[src/rtl/chunked_adder_if.sv]
// chunked_adder_if: operand/result handshake bundle for the chunked adder
interface chunked_adder_if #(parameter int WIDTH = 16);
  logic             clear_i;
  logic             valid_i;
  logic             ready_o;
  logic [WIDTH-1:0] a_i;
  logic [WIDTH-1:0] b_i;
  logic             cin_i;
  logic             sub_i;
  logic             valid_o;
  logic             ready_i;
  logic [WIDTH-1:0] sum_o;
  logic             cout_o;
  logic             ovf_o;
  logic             zero_o;
  modport master (
    output clear_i, valid_i, a_i, b_i, cin_i, sub_i, ready_i,
    input  ready_o, valid_o, sum_o, cout_o, ovf_o, zero_o
  );
  modport slave (
    input  clear_i, valid_i, a_i, b_i, cin_i, sub_i, ready_i,
    output ready_o, valid_o, sum_o, cout_o, ovf_o, zero_o
  );
endinterface

[src/rtl/chunked_adder.sv]
// chunked_adder: multi-cycle add/subtract, CHUNK bits per cycle, valid/ready on both sides
module chunked_adder #(
  parameter int WIDTH = 16,
  parameter int CHUNK = 4
) (
  input logic           clk_i,
  input logic           rst_ni,
  chunked_adder_if.slave bus
);
  localparam int NCH = WIDTH / CHUNK;
  localparam int CW  = NCH > 1 ? $clog2(NCH) : 1;
  typedef enum logic [1:0] {IDLE, BUSY, DONE} state_t;
  state_t           state_q, state_d;
  logic [WIDTH-1:0] a_q, b_q, acc_q, sum_q, acc_d;
  logic [CW-1:0]    cnt_q;
  logic             carry_q, cout_q, ovf_q, zero_q, last;
  logic [CHUNK:0]   part;
  // Operands shift right each cycle so the active chunk is always the low CHUNK bits;
  // the accumulator fills from the top so it is aligned after the final chunk.
  assign part  = {1'b0, a_q[CHUNK-1:0]} + {1'b0, b_q[CHUNK-1:0]} + {{CHUNK{1'b0}}, carry_q};
  assign acc_d = (acc_q >> CHUNK) | (WIDTH'(part[CHUNK-1:0]) << (WIDTH - CHUNK));
  assign last  = cnt_q == CW'(NCH - 1);
  assign bus.ready_o = state_q == IDLE;
  assign bus.valid_o = state_q == DONE;
  assign bus.sum_o   = sum_q;
  assign bus.cout_o  = cout_q;
  assign bus.ovf_o   = ovf_q;
  assign bus.zero_o  = zero_q;
  always_comb begin
    state_d = state_q;
    if (bus.clear_i) state_d = IDLE;
    else if (state_q == IDLE && bus.valid_i) state_d = BUSY;
    else if (state_q == BUSY && last) state_d = DONE;
    else if (state_q == DONE && bus.ready_i) state_d = IDLE;
  end
  always_ff @(posedge clk_i or negedge rst_ni)
    if (!rst_ni) state_q <= IDLE;
    else state_q <= state_d;
  always_ff @(posedge clk_i or negedge rst_ni)
    if (!rst_ni) begin
      a_q <= '0;
      b_q <= '0;
      acc_q <= '0;
      cnt_q <= '0;
      carry_q <= 1'b0;
      sum_q <= '0;
      cout_q <= 1'b0;
      ovf_q <= 1'b0;
      zero_q <= 1'b0;
    end else if (bus.clear_i) begin
      a_q <= '0;
      b_q <= '0;
      acc_q <= '0;
      cnt_q <= '0;
      carry_q <= 1'b0;
      sum_q <= '0;
      cout_q <= 1'b0;
      ovf_q <= 1'b0;
      zero_q <= 1'b0;
    end else if (state_q == IDLE && bus.valid_i) begin
      a_q <= bus.a_i;
      b_q <= bus.sub_i ? ~bus.b_i : bus.b_i;
      carry_q <= bus.sub_i | bus.cin_i;
      acc_q <= '0;
      cnt_q <= '0;
    end else if (state_q == BUSY) begin
      a_q <= a_q >> CHUNK;
      b_q <= b_q >> CHUNK;
      acc_q <= acc_d;
      carry_q <= part[CHUNK];
      cnt_q <= last ? cnt_q : cnt_q + CW'(1);
      // Results publish only on the last chunk; held values stay intact during BUSY.
      if (last) begin
        sum_q <= acc_d;
        cout_q <= part[CHUNK];
        ovf_q <= part[CHUNK] ^ (a_q[CHUNK-1] ^ b_q[CHUNK-1] ^ part[CHUNK-1]);
        zero_q <= acc_d == '0;
      end
    end
endmodule
[src/flat_wrapper.sv]
// flat-port wrapper written by rule: the top's interface ports become plain ports
module chunked_adder_flat 
#(
  parameter int WIDTH = 16,
  parameter int CHUNK = 4
)
  (clk_i, rst_ni, bus_clear_i, bus_valid_i, bus_a_i, bus_b_i, bus_cin_i, bus_sub_i, bus_ready_i, bus_ready_o, bus_valid_o, bus_sum_o, bus_cout_o, bus_ovf_o, bus_zero_o);
  chunked_adder_if #(.WIDTH(WIDTH)) bus_i ();
  input logic clk_i;
  input logic rst_ni;
  input wire logic [$bits(bus_i.clear_i)-1:0] bus_clear_i;
  input wire logic [$bits(bus_i.valid_i)-1:0] bus_valid_i;
  input wire logic [$bits(bus_i.a_i)-1:0] bus_a_i;
  input wire logic [$bits(bus_i.b_i)-1:0] bus_b_i;
  input wire logic [$bits(bus_i.cin_i)-1:0] bus_cin_i;
  input wire logic [$bits(bus_i.sub_i)-1:0] bus_sub_i;
  input wire logic [$bits(bus_i.ready_i)-1:0] bus_ready_i;
  output wire logic [$bits(bus_i.ready_o)-1:0] bus_ready_o;
  output wire logic [$bits(bus_i.valid_o)-1:0] bus_valid_o;
  output wire logic [$bits(bus_i.sum_o)-1:0] bus_sum_o;
  output wire logic [$bits(bus_i.cout_o)-1:0] bus_cout_o;
  output wire logic [$bits(bus_i.ovf_o)-1:0] bus_ovf_o;
  output wire logic [$bits(bus_i.zero_o)-1:0] bus_zero_o;
  assign bus_i.clear_i = bus_clear_i;
  assign bus_i.valid_i = bus_valid_i;
  assign bus_i.a_i = bus_a_i;
  assign bus_i.b_i = bus_b_i;
  assign bus_i.cin_i = bus_cin_i;
  assign bus_i.sub_i = bus_sub_i;
  assign bus_i.ready_i = bus_ready_i;
  assign bus_ready_o = bus_i.ready_o;
  assign bus_valid_o = bus_i.valid_o;
  assign bus_sum_o = bus_i.sum_o;
  assign bus_cout_o = bus_i.cout_o;
  assign bus_ovf_o = bus_i.ovf_o;
  assign bus_zero_o = bus_i.zero_o;
  chunked_adder #(.WIDTH(WIDTH), .CHUNK(CHUNK)) u_core (.clk_i(clk_i), .rst_ni(rst_ni), .bus(bus_i));
endmodule
[config.mk]
export PLATFORM = sky130hd
export DESIGN_NAME = chunked_adder_flat
export DESIGN_NICKNAME = d
export VERILOG_FILES = /design/src/rtl/chunked_adder_if.sv /design/src/rtl/chunked_adder.sv /design/src/flat_wrapper.sv
export SDC_FILE = /design/constraint.sdc
export NUM_CORES = 1
export LEC_CHECK = 0
export CORE_MARGIN = 2
export CORE_UTILIZATION = 40
export DETAILED_ROUTE_END_ITERATION = 10
export PLACE_DENSITY_LB_ADDON = 0.08
export SETUP_SLACK_MARGIN = 0.4
export SLEW_MARGIN = 5
export SYNTH_ARGS = -nofsm -noshare
export SYNTH_HDL_FRONTEND = slang
export SYNTH_SLANG_ARGS = --single-unit
[constraint.sdc]
create_clock -name clk_i -period 2.5 [get_ports clk_i]
set_input_delay 0.375 -clock clk_i [delete_from_list [all_inputs] [get_ports clk_i]]
set_output_delay 0.375 -clock clk_i [all_outputs]
set_load 0.01 [all_outputs]
==> out/qor.yml <==
status: "complete, no violations"
path_max_fanout: 3
rsz0062_at_grt: "true"
clk_latency_ns: 0.34
crit_path_end: "u_core.bus.zero_o"
grt_max_degree: 34
syn2layout_area_growth_pct: 29.9
grtUsageTotal_pct: 17.1
drt-wirelength-per-cell_um: 15.4
ir_drop_uv: 273
core_area_mm2: 0.00777
syn-cell-area_mm2: 0.00322
ios: 60
die-area_mm2: 0.00878
r2r_cells: 6
setup_viol: 0
seq_area_frac_synth_pct: 52.9
rr_endpoint: "u_core.bus.zero_o"
relSlewSlack_pct: 64.0
power.density_mw_per_mm2: 663
root_buffer: "clkbuf_8"
arrival_ns: 2.29
n_antenna_cell: 0
maxSlewViolCount: 0
skew_ns: 0.0133
antenna_found_initial: 0
synth_area_leaders: "dfrtp_1, a22o_1, xor2_1, a2bb2oi_2, o21ai_0"
via_per_inst: 5.29
grt_pass1_wl_um: 11700
startpoint: "u_core.carry_q"
die_height_um: 93.7
end_kind: "flop"
synth_area_per_cell_um2: 11.7
critPathLaunchType: "flop"
final.period_utilization_pct: 80.7
yosysWarnings: 0
vias: 2369
clk_path_buf_depth: 2
setup-tns-final_ns: 0
finalHoldViolCount: 0
layoutNonFillerInstCount: 448
yosysTopAreaCellShare_pct: 52.9
tightest_slew_ns: 0.539
synthCells: 276
gp_congestion: 0.797
post-cts-setup-buffers: 0
min_period_ns: 2.02
cap_viol_max_count: 0
clk_pin_slew_ns: 0.08
drc: 0
post-place-cells: 431
start_util_pct: 41.4
clkSinkCount: 68
drt_first_pass_iters: 4
numCtsBuffers: 9
drt_iter0_markers: 61
grt_pass1_vias: 2389
yosysTopAreaCell: "dfrtp_1"
clock.fmax_ghz: 0.496
p_leak_nw: 1.86
cp.required_ns: 2.77
dp_hpwl_um: 4740
yosys_register_bits: 68
crit_type: "reg2reg"
grt_overflow: 0
die_w_um: 93.7
wl_um: 6910
synth_nets: 321
synthDistinctLibCells: 36
timing.rr.start: "u_core.carry_q"
nNetsFinal: 386
rows: 32
hold_class: "in2async"
htreeDepth: 3
portBuffers: 59
r2r_setup_slack_ns: 0.48
ant_nets: 0
cts_tree: "yes"
drive_gt1_share_pct: 17.3
==> timing repair <==
item                                   CTS  global route
endpoints found under the hold margin   18             0
resized for setup                        0             2
setup endpoints to repair                0             2
hold buffers                             1             0
==> cell type report <==
class,count,area [µm²]
clock buffers,10,138
clock inverters,6,111
fillers,727,3590
inverters,6,22.5
multi-input cells,184,1390
flip-flops and latches,68,1700
well taps,102,128
repair buffers,72,686
==> cells in the final DEF (no fill, tap or decap), drive strengths merged, types with 2 or more instances in the layout <==
| cell type | Yosys | final |
|---|---|---|
| xor2 | 19 | 19 |
| inv | 6 | 6 |
| dfrtp | 68 | 68 |
| clkdlybuf4s50 | 0 | 58 |
| a22o | 32 | 32 |
| nor2 | 7 | 7 |
| nand2 | 38 | 38 |
| ha | 4 | 4 |
| nand2b | 2 | 2 |
| clkinv | 0 | 2 |
| a22oi | 4 | 4 |
| a21oi | 8 | 8 |
| nor3 | 3 | 3 |
| a21o | 2 | 2 |
| clkbuf | 3 | 10 |
| buf | 15 | 13 |
| fa | 2 | 2 |
| a2bb2oi | 21 | 21 |
| o21ai | 32 | 32 |
| bufinv | 0 | 3 |
==> through the flow <==
step	worst slack [ns]	util [%]	cell area [µm²]	power (mW)	hold slack, ns
floorplan	0.682	-	3220	1.51	0.0794
global placement	0.427	50.3	3910	1.67	0.342
detailed placement	0.399	50.3	3910	1.68	0.340
CTS	0.446	53.7	4170	2.79	0.497
global route	0.325	53.8	4180	2.90	0.518
finish	0.482	53.8	4180	2.77	0.494
==> synthesized netlist by cell type <==
master      n
o31ai_1     1
nor2_2      1
nand2_1    28
and2b_4     1
xnor2_1     1
inv_1       6
buf_4       5
xor2_1     19
nand4_1     1
or4_1       1
a2bb2oi_2  11
a21oi_4     1
a2bb2oi_1  10
nor3_1      1
or3b_4      1
a22o_1     32
or4b_1      1
nor3b_2     1
a21oi_1     7
a22oi_1     4
dfrtp_1    68
nand2_2    10
buf_2       8
o21ai_1     4
nor2b_1     1
o21ai_0    28
nor4_1      1
buf_6       2
clkbuf_1    3
fa_1        2
ha_1        4
nor3_2      2
a21o_1      2
nor2_1      5
nor2_8      1
nand2b_1    2
==> how the worst min path moves through the flow <==
stage | depth (start not counted) | end | from | slack (ns)
finish | 2 | u_core.bus.sum_o[0] | rst_ni | 0.49
global route | 1 | u_core.a_q[12] | u_core.a_q[12] | 0.52
CTS | 2 | u_core.bus.sum_o[0] | rst_ni | 0.50
detailed placement | 1 | u_core.bus.sum_o[3] | rst_ni | 0.34
global placement | 1 | u_core.bus.sum_o[3] | rst_ni | 0.34
floorplan | 0 | u_core.a_q[0] | rst_ni | 0.08
==> critical path, stage by stage, from the launching register on <==
cell and delay [ns]:
dfrtp_1 0.33, inv_1 0.06, fa_1 0.59, or4b_1 0.46
nor4_2 0.24, nand4_1 0.13, o21ai_1 0.14
==> state kept, by name, indices dropped and copies added (netlist names) <==
signal,flops
u_core.bus.zero_o,1
u_core.a_q,16
u_core.bus.sum_o,16
u_core.acc_q,12
u_core.carry_q,1
u_core.bus.cout_o,1
u_core.cnt_q,2
u_core.bus.ovf_o,1
u_core.b_q,16
u_core.state_q,2
==> metal layers <==
layer / up-vias / GRT usage (%) / part of all wire [%]
met2: 52 / 27.5 / 49
li1: 1122 / - / -
met1: 1189 / 23.1 / 46
met4: 0 / 5.07 / 1.0
met5: - / 0 / 0
met3: 6 / 4.01 / 4.7
==> report_power, final <==
group | total (mW) | switching (mW) | internal (mW)
combinational | 0.439 | 0.221 | 0.218
clock | 1.12 | 0.426 | 0.690
sequential | 1.22 | 0.0493 | 1.17
==> cell families (layout without fill, tap and decap cells) <==
logic type,Yosys count,count (layout),synth area share [%]
AND/OR/NAND/NOR,58,58,9.95
XOR/XNOR,20,20,5.44
flip-flops,68,68,52.9
adder cells (fa/ha/maj),6,6,2.80
AO/OA/AOI/OAI,100,100,24.8
buffers and inverters,24,94,4.16
Note: power is estimated with default switching activity, not from simulation.
